### src/rtl/vga_sync.sv
// vga_sync: VGA timing generator with a pixel-rate enable divider,
// nested horizontal/vertical counters, registered sync/blank outputs
// and a mouse-coordinate hand-off to the renderer.
// Optional macro VGA_SYNC_MOUSE_LATCH_EN: when defined, the mouse
// coordinates only update on the frame_tick edge, so they stay stable
// for a whole frame. When undefined, they are a 1-clk registered copy.
module vga_sync #(
  parameter int CLK_DIV   = 4,
  parameter int H_DISPLAY = 640,
  parameter int H_FRONT   = 16,
  parameter int H_SYNC    = 96,
  parameter int H_BACK    = 48,
  parameter int V_DISPLAY = 480,
  parameter int V_FRONT   = 10,
  parameter int V_SYNC    = 2,
  parameter int V_BACK    = 33
) (
  input  logic       clk,
  input  logic       reset,
  input  logic [9:0] mouse_x_in,
  input  logic [9:0] mouse_y_in,
  output logic [9:0] pix_x,
  output logic [9:0] pix_y,
  output logic       video_on,
  output logic       hsync,
  output logic       vsync,
  output logic       p_tick,
  output logic       line_tick,
  output logic       frame_tick,
  output logic [9:0] mouse_x,
  output logic [9:0] mouse_y
);

  localparam int H_TOTAL = H_DISPLAY + H_FRONT + H_SYNC + H_BACK;
  localparam int V_TOTAL = V_DISPLAY + V_FRONT + V_SYNC + V_BACK;
  // A divide-by-1 still needs a 1-bit counter so the compare is legal.
  localparam int DIV_W   = (CLK_DIV > 1) ? $clog2(CLK_DIV) : 1;

  localparam logic [DIV_W-1:0] DIV_LAST = DIV_W'(CLK_DIV - 1);
  localparam logic [9:0] H_LAST   = 10'(H_TOTAL - 1);
  localparam logic [9:0] V_LAST   = 10'(V_TOTAL - 1);
  localparam logic [9:0] H_VIS    = 10'(H_DISPLAY);
  localparam logic [9:0] V_VIS    = 10'(V_DISPLAY);
  localparam logic [9:0] HS_START = 10'(H_DISPLAY + H_FRONT);
  localparam logic [9:0] HS_END   = 10'(H_DISPLAY + H_FRONT + H_SYNC);
  localparam logic [9:0] VS_START = 10'(V_DISPLAY + V_FRONT);
  localparam logic [9:0] VS_END   = 10'(V_DISPLAY + V_FRONT + V_SYNC);

  logic [DIV_W-1:0] div_cnt_q, div_cnt_d;
  logic [9:0]       pix_x_q, pix_x_d;
  logic [9:0]       pix_y_q, pix_y_d;
  logic             video_on_q, video_on_d;
  logic             hsync_q, hsync_d;
  logic             vsync_q, vsync_d;
  logic             p_tick_q, p_tick_d;
  logic             line_tick_q, line_tick_d;
  logic             frame_tick_q, frame_tick_d;
  logic [9:0]       mouse_x_q, mouse_x_d;
  logic [9:0]       mouse_y_q, mouse_y_d;
  logic             advance;

  assign advance = (div_cnt_q == DIV_LAST);

  // Next-state counters, and every output decoded from those next values
  // so the registered outputs line up with the counters they describe.
  always_comb begin
    div_cnt_d = advance ? '0 : div_cnt_q + DIV_W'(1);
    pix_x_d   = pix_x_q;
    pix_y_d   = pix_y_q;
    if (advance) begin
      if (pix_x_q == H_LAST) begin
        pix_x_d = '0;
        pix_y_d = (pix_y_q == V_LAST) ? 10'd0 : pix_y_q + 10'd1;
      end else begin
        pix_x_d = pix_x_q + 10'd1;
      end
    end

    video_on_d   = (pix_x_d < H_VIS) && (pix_y_d < V_VIS);
    hsync_d      = !((pix_x_d >= HS_START) && (pix_x_d < HS_END));
    vsync_d      = !((pix_y_d >= VS_START) && (pix_y_d < VS_END));
    p_tick_d     = advance;
    line_tick_d  = advance && (pix_x_d == 10'd0);
    frame_tick_d = line_tick_d && (pix_y_d == 10'd0);

`ifdef VGA_SYNC_MOUSE_LATCH_EN
    mouse_x_d = frame_tick_d ? mouse_x_in : mouse_x_q;
    mouse_y_d = frame_tick_d ? mouse_y_in : mouse_y_q;
`else
    mouse_x_d = mouse_x_in;
    mouse_y_d = mouse_y_in;
`endif
  end

  // State registers with synchronous reset back to the idle origin.
  always_ff @(posedge clk) begin
    if (reset) begin
      div_cnt_q    <= '0;
      pix_x_q      <= '0;
      pix_y_q      <= '0;
      video_on_q   <= 1'b0;
      hsync_q      <= 1'b1;
      vsync_q      <= 1'b1;
      p_tick_q     <= 1'b0;
      line_tick_q  <= 1'b0;
      frame_tick_q <= 1'b0;
      mouse_x_q    <= '0;
      mouse_y_q    <= '0;
    end else begin
      div_cnt_q    <= div_cnt_d;
      pix_x_q      <= pix_x_d;
      pix_y_q      <= pix_y_d;
      video_on_q   <= video_on_d;
      hsync_q      <= hsync_d;
      vsync_q      <= vsync_d;
      p_tick_q     <= p_tick_d;
      line_tick_q  <= line_tick_d;
      frame_tick_q <= frame_tick_d;
      mouse_x_q    <= mouse_x_d;
      mouse_y_q    <= mouse_y_d;
    end
  end

  assign pix_x      = pix_x_q;
  assign pix_y      = pix_y_q;
  assign video_on   = video_on_q;
  assign hsync      = hsync_q;
  assign vsync      = vsync_q;
  assign p_tick     = p_tick_q;
  assign line_tick  = line_tick_q;
  assign frame_tick = frame_tick_q;
  assign mouse_x    = mouse_x_q;
  assign mouse_y    = mouse_y_q;

endmodule

### config.mk
export PLATFORM = sky130hd
export DESIGN_NAME = vga_sync
export DESIGN_NICKNAME = d
export VERILOG_FILES = /design/src/rtl/vga_sync.sv
export SDC_FILE = /design/constraint.sdc
export NUM_CORES = 1
export LEC_CHECK = 0
export CAP_MARGIN = 20
export CORE_MARGIN = 5
export CORE_UTILIZATION = 43
export CTS_BUF_LIST = sky130_fd_sc_hd__clkbuf_4
export CTS_CLUSTER_DIAMETER = 60
export CTS_CLUSTER_SIZE = 40
export DETAILED_ROUTE_END_ITERATION = 10
export PLACE_DENSITY = 0.77
export RECOVER_POWER = 50
export SYNTH_ARGS = -nofsm -noshare
export SYNTH_HDL_FRONTEND = slang
export SYNTH_SLANG_ARGS = --single-unit
### constraint.sdc
create_clock -name clk -period 2.15 [get_ports clk]
set_clock_uncertainty 0.1 [all_clocks]
set_input_delay 0.215 -clock clk [delete_from_list [all_inputs] [get_ports clk]]
set_output_delay 0.215 -clock clk [all_outputs]
set_load 0.05 [all_outputs]
==> flow_results.xml <==
<?xml version="1.0" encoding="UTF-8"?>
<metrics>
  <group name="clock_tree">
    <metric name="clockRootBuffer" unit="">sky130_fd_sc_hd__clkbuf_4</metric>
    <metric name="tritoncts.num_buffers" unit="">5</metric>
    <metric name="clock_sink_count" unit="">48</metric>
    <metric name="htree_num_levels" unit="">2</metric>
    <metric name="clk_transition_reported_paths" unit="ns">0.14</metric>
    <metric name="clock_path_buffers" unit="">2</metric>
    <metric name="clkLatencyLatePin" unit="ns">0.35</metric>
    <metric name="tritoncts" unit="">yes</metric>
  </group>
  <group name="synth">
    <metric name="synth.yosys.warnings" unit="">0</metric>
    <metric name="synthDistinctLibCells" unit="">56</metric>
    <metric name="total_nets_after_synthesis" unit="">268</metric>
    <metric name="postSynth.asyncResetShare" unit="%">0</metric>
    <metric name="synth.avg_cell_area" unit="µm²">9.16</metric>
    <metric name="synth.cell_area" unit="µm²">2220</metric>
    <metric name="synth_cells" unit="">242</metric>
    <metric name="synth_enable_flop_cells" unit="">0</metric>
    <metric name="synth.yosys.seq_area_share" unit="%">43.3</metric>
    <metric name="ys.flop_type" unit="">sky130_fd_sc_hd__dfxtp_1</metric>
    <metric name="ys_ff_latch" unit="">48</metric>
  </group>
  <group name="die">
    <metric name="floorplan.initialDensity" unit="%">44.0</metric>
    <metric name="dieArea" unit="µm²">6690</metric>
    <metric name="die_h" unit="µm">81.8</metric>
    <metric name="ios" unit="">68</metric>
    <metric name="core_region_area" unit="µm²">5040</metric>
    <metric name="die-width" unit="µm">81.8</metric>
    <metric name="placement_rows" unit="">26</metric>
  </group>
  <group name="placement">
    <metric name="io_buffers" unit="">67</metric>
    <metric name="post-place-ws" unit="ns">0.0116</metric>
    <metric name="finalWeightedCongestion" unit="">0.899</metric>
    <metric name="detailedPlacementHpwl" unit="µm">3920</metric>
  </group>
  <group name="global_route">
    <metric name="grt_antenna_before_repair" unit="">0</metric>
    <metric name="grt_start_max_net_pins" unit="">36</metric>
    <metric name="grt_pass1_vias" unit="">1855</metric>
    <metric name="grt_util_all_layers" unit="%">15.9</metric>
    <metric name="grt-ovfl-total" unit="">0</metric>
    <metric name="grt_first_pass_wirelength" unit="µm">8370</metric>
  </group>
  <group name="route">
    <metric name="postRouteWirelength" unit="µm">5310</metric>
    <metric name="drc" unit="">0</metric>
    <metric name="drt_pass1_iterations" unit="">4</metric>
    <metric name="route.antenna.remaining_nets" unit="">0</metric>
    <metric name="drt_iter0_drcs" unit="">208</metric>
    <metric name="via_density_per_instance" unit="">5.12</metric>
    <metric name="routed_via_count" unit="">2012</metric>
    <metric name="post_drt_wl_per_cell" unit="µm">13.5</metric>
  </group>
  <group name="sta">
    <metric name="clock.fmax" unit="MHz">484</metric>
    <metric name="final_report_hold_violation_count" unit="">0</metric>
    <metric name="fin_tns_setup" unit="ns">0</metric>
    <metric name="fin_hold_ws" unit="ns">0.303</metric>
    <metric name="period_share" unit="%">96.1</metric>
    <metric name="tightest_slew" unit="ns">0.524</metric>
    <metric name="finalMaxSlewViolations" unit="">0</metric>
    <metric name="setup_viol" unit="">0</metric>
    <metric name="fin_crit" unit="ns">2.07</metric>
    <metric name="normalized_max_slew_margin" unit="%">65.0</metric>
    <metric name="layout_setup_ws" unit="ns">0.0841</metric>
  </group>
  <group name="final_layout">
    <metric name="final.fill_count" unit="">440</metric>
    <metric name="drive_gt1_share" unit="%">23.8</metric>
    <metric name="layout.area.seq" unit="µm²">997</metric>
    <metric name="number_of_antenna_cells_inserted" unit="">0</metric>
    <metric name="layout.cells.most_common" unit="">sky130_fd_sc_hd__clkdlybuf4s50_1</metric>
    <metric name="commonest_cells_after_routing_fill_and_taps_aside" unit="">67 x sky130_fd_sc_hd__clkdlybuf4s50_1, 29 x sky130_fd_sc_hd__dfxtp_1, 23 x sky130_fd_sc_hd__nor2_1, 23 x sky130_fd_sc_hd__nor2b_1, 23 x sky130_fd_sc_hd__buf_4</metric>
    <metric name="multi_input_logic_area" unit="µm²">1210</metric>
    <metric name="net_count_final" unit="">348</metric>
    <metric name="syn2layout_area_growth" unit="%">46.7</metric>
  </group>
  <group name="critical_path">
    <metric name="timing.critical_path.to_type" unit="">flop</metric>
    <metric name="path_class" unit="">flop to flop</metric>
    <metric name="critPathLaunchType" unit="">flop</metric>
    <metric name="path_max_fanout" unit="">7</metric>
    <metric name="r2r_setup_slack" unit="ns">0.08</metric>
    <metric name="crit_path_required_time" unit="ns">2.29</metric>
    <metric name="cp_data_arrival_time" unit="ns">2.20</metric>
  </group>
  <group name="power">
    <metric name="cellLeakagePower" unit="nW">1.16</metric>
    <metric name="vdd.ir_drop.worst" unit="mV">0.361</metric>
    <metric name="total_power" unit="W">0.00170</metric>
    <metric name="p_per_area" unit="nW/µm²">523</metric>
  </group>
  <group name="worst_hold_path">
    <metric name="hold_class" unit="">input port to flop</metric>
  </group>
  <group name="run_status">
    <metric name="outcome" unit="">finished clean</metric>
  </group>
  <group name="flow_run">
    <metric name="maxCapViolCount" unit="">0</metric>
  </group>
</metrics>
-- cell type report --
type | instances | share of cell area, %
clock buffer | 6 | 1.39
clock inverter | 2 | 1.08
inverter | 2 | 0.231
multi-input combinational | 172 | 37.2
sequential | 48 | 30.7
tap | 70 | 2.69
timing repair buffer | 93 | 26.8
-- final timing paths --
check | start | end | depth (start not counted)
worst max-delay path | div_cnt_q[0] | pix_y[1] | 7
worst min-delay path | mouse_x_in[6] | mouse_x[6] | 2
worst max register to register | div_cnt_q[0] | pix_y[1] | 7
worst min register to register | div_cnt_q[0] | div_cnt_q[0] | 1
-- layer usage --
metal / vias up / routed length (µm) / GRT usage (%)
met5: - / 0 / 0
met4: 0 / 50 / 5.15
met3: 4 / 547 / 5.59
met2: 86 / 2430 / 25.4
met1: 910 / 2280 / 20.0
li1: 1012 / - / -
-- report_power, final --
part	internal, W	switching, W
Sequential	0.000915	0.0000110
Clock	0.000257	0.000276
Combinational	0.000106	0.000135
-- synth_stat cells, types with 6 or more instances --
master	n	share of area [%]
sky130_fd_sc_hd__nor2_1	25	4.2
sky130_fd_sc_hd__nor3_1	7	1.6
sky130_fd_sc_hd__xnor2_1	6	2.4
sky130_fd_sc_hd__nor2b_1	23	6.5
sky130_fd_sc_hd__nand2_1	15	2.5
sky130_fd_sc_hd__dfxtp_1	48	43
sky130_fd_sc_hd__o21ai_0	7	1.6
sky130_fd_sc_hd__nand3_1	8	1.8
sky130_fd_sc_hd__nand4_1	6	1.7
sky130_fd_sc_hd__clkbuf_1	13	2.2
sky130_fd_sc_hd__a21oi_1	8	1.8
sky130_fd_sc_hd__xor2_1	7	2.8
-- sequential cells by signal, summed over array words and instances, names as in the netlist --
| signal | count |
|---|---|
| div_cnt_q | 2 |
| hsync | 1 |
| line_tick | 1 |
| video_on | 1 |
| mouse_x | 10 |
| vsync | 1 |
| frame_tick | 1 |
| p_tick | 1 |
| mouse_y | 10 |
| pix_x | 10 |
| pix_y | 10 |
-- kinds of logic (layout without fill, tap and decap cells) --
| kind of cell | count (synthesis) | in the layout | synth area share (%) |
|---|---|---|---|
| adder cells (fa/ha/maj) | 4 | 4 | 2.26 |
| flip-flops | 48 | 48 | 43.3 |
| AO/OA/AOI/OAI | 41 | 41 | 12.9 |
| XOR/XNOR | 13 | 13 | 5.14 |
| multiplexers | 1 | 1 | 0.451 |
| AND/OR/NAND/NOR | 113 | 113 | 30.7 |
| buffers and inverters | 22 | 103 | 5.19 |
-- what timing repair did --
action | CTS | global route
hold buffers | 0 | 0
gates resized for setup | 2 | 12
setup endpoints to repair | 1 | 6
pin swaps | 0 | 9
buffers inserted | 0 | 3
-- worst max-delay path, stage by stage (launching register included) --
cell and delay, ns:
sky130_fd_sc_hd__dfxtp_2 0.37, sky130_fd_sc_hd__ha_4 0.16, sky130_fd_sc_hd__nand3_1 0.08, sky130_fd_sc_hd__or4_4 0.59, sky130_fd_sc_hd__buf_4 0.19, sky130_fd_sc_hd__a22oi_1 0.27, sky130_fd_sc_hd__buf_4 0.16, sky130_fd_sc_hd__nor2_1 0.03
-- stage by stage --
step                      util [%]  std cells  cell area, µm²
final                         64.5        393            3250
after global routing          64.5        393            3250
after CTS                     63.1        390            3180
after detailed placement      61.4        382            3100
after global placement        61.4        382            3100
after floorplan                  -        242            2280
No activity file was read; power rests on OpenSTA's default activity.
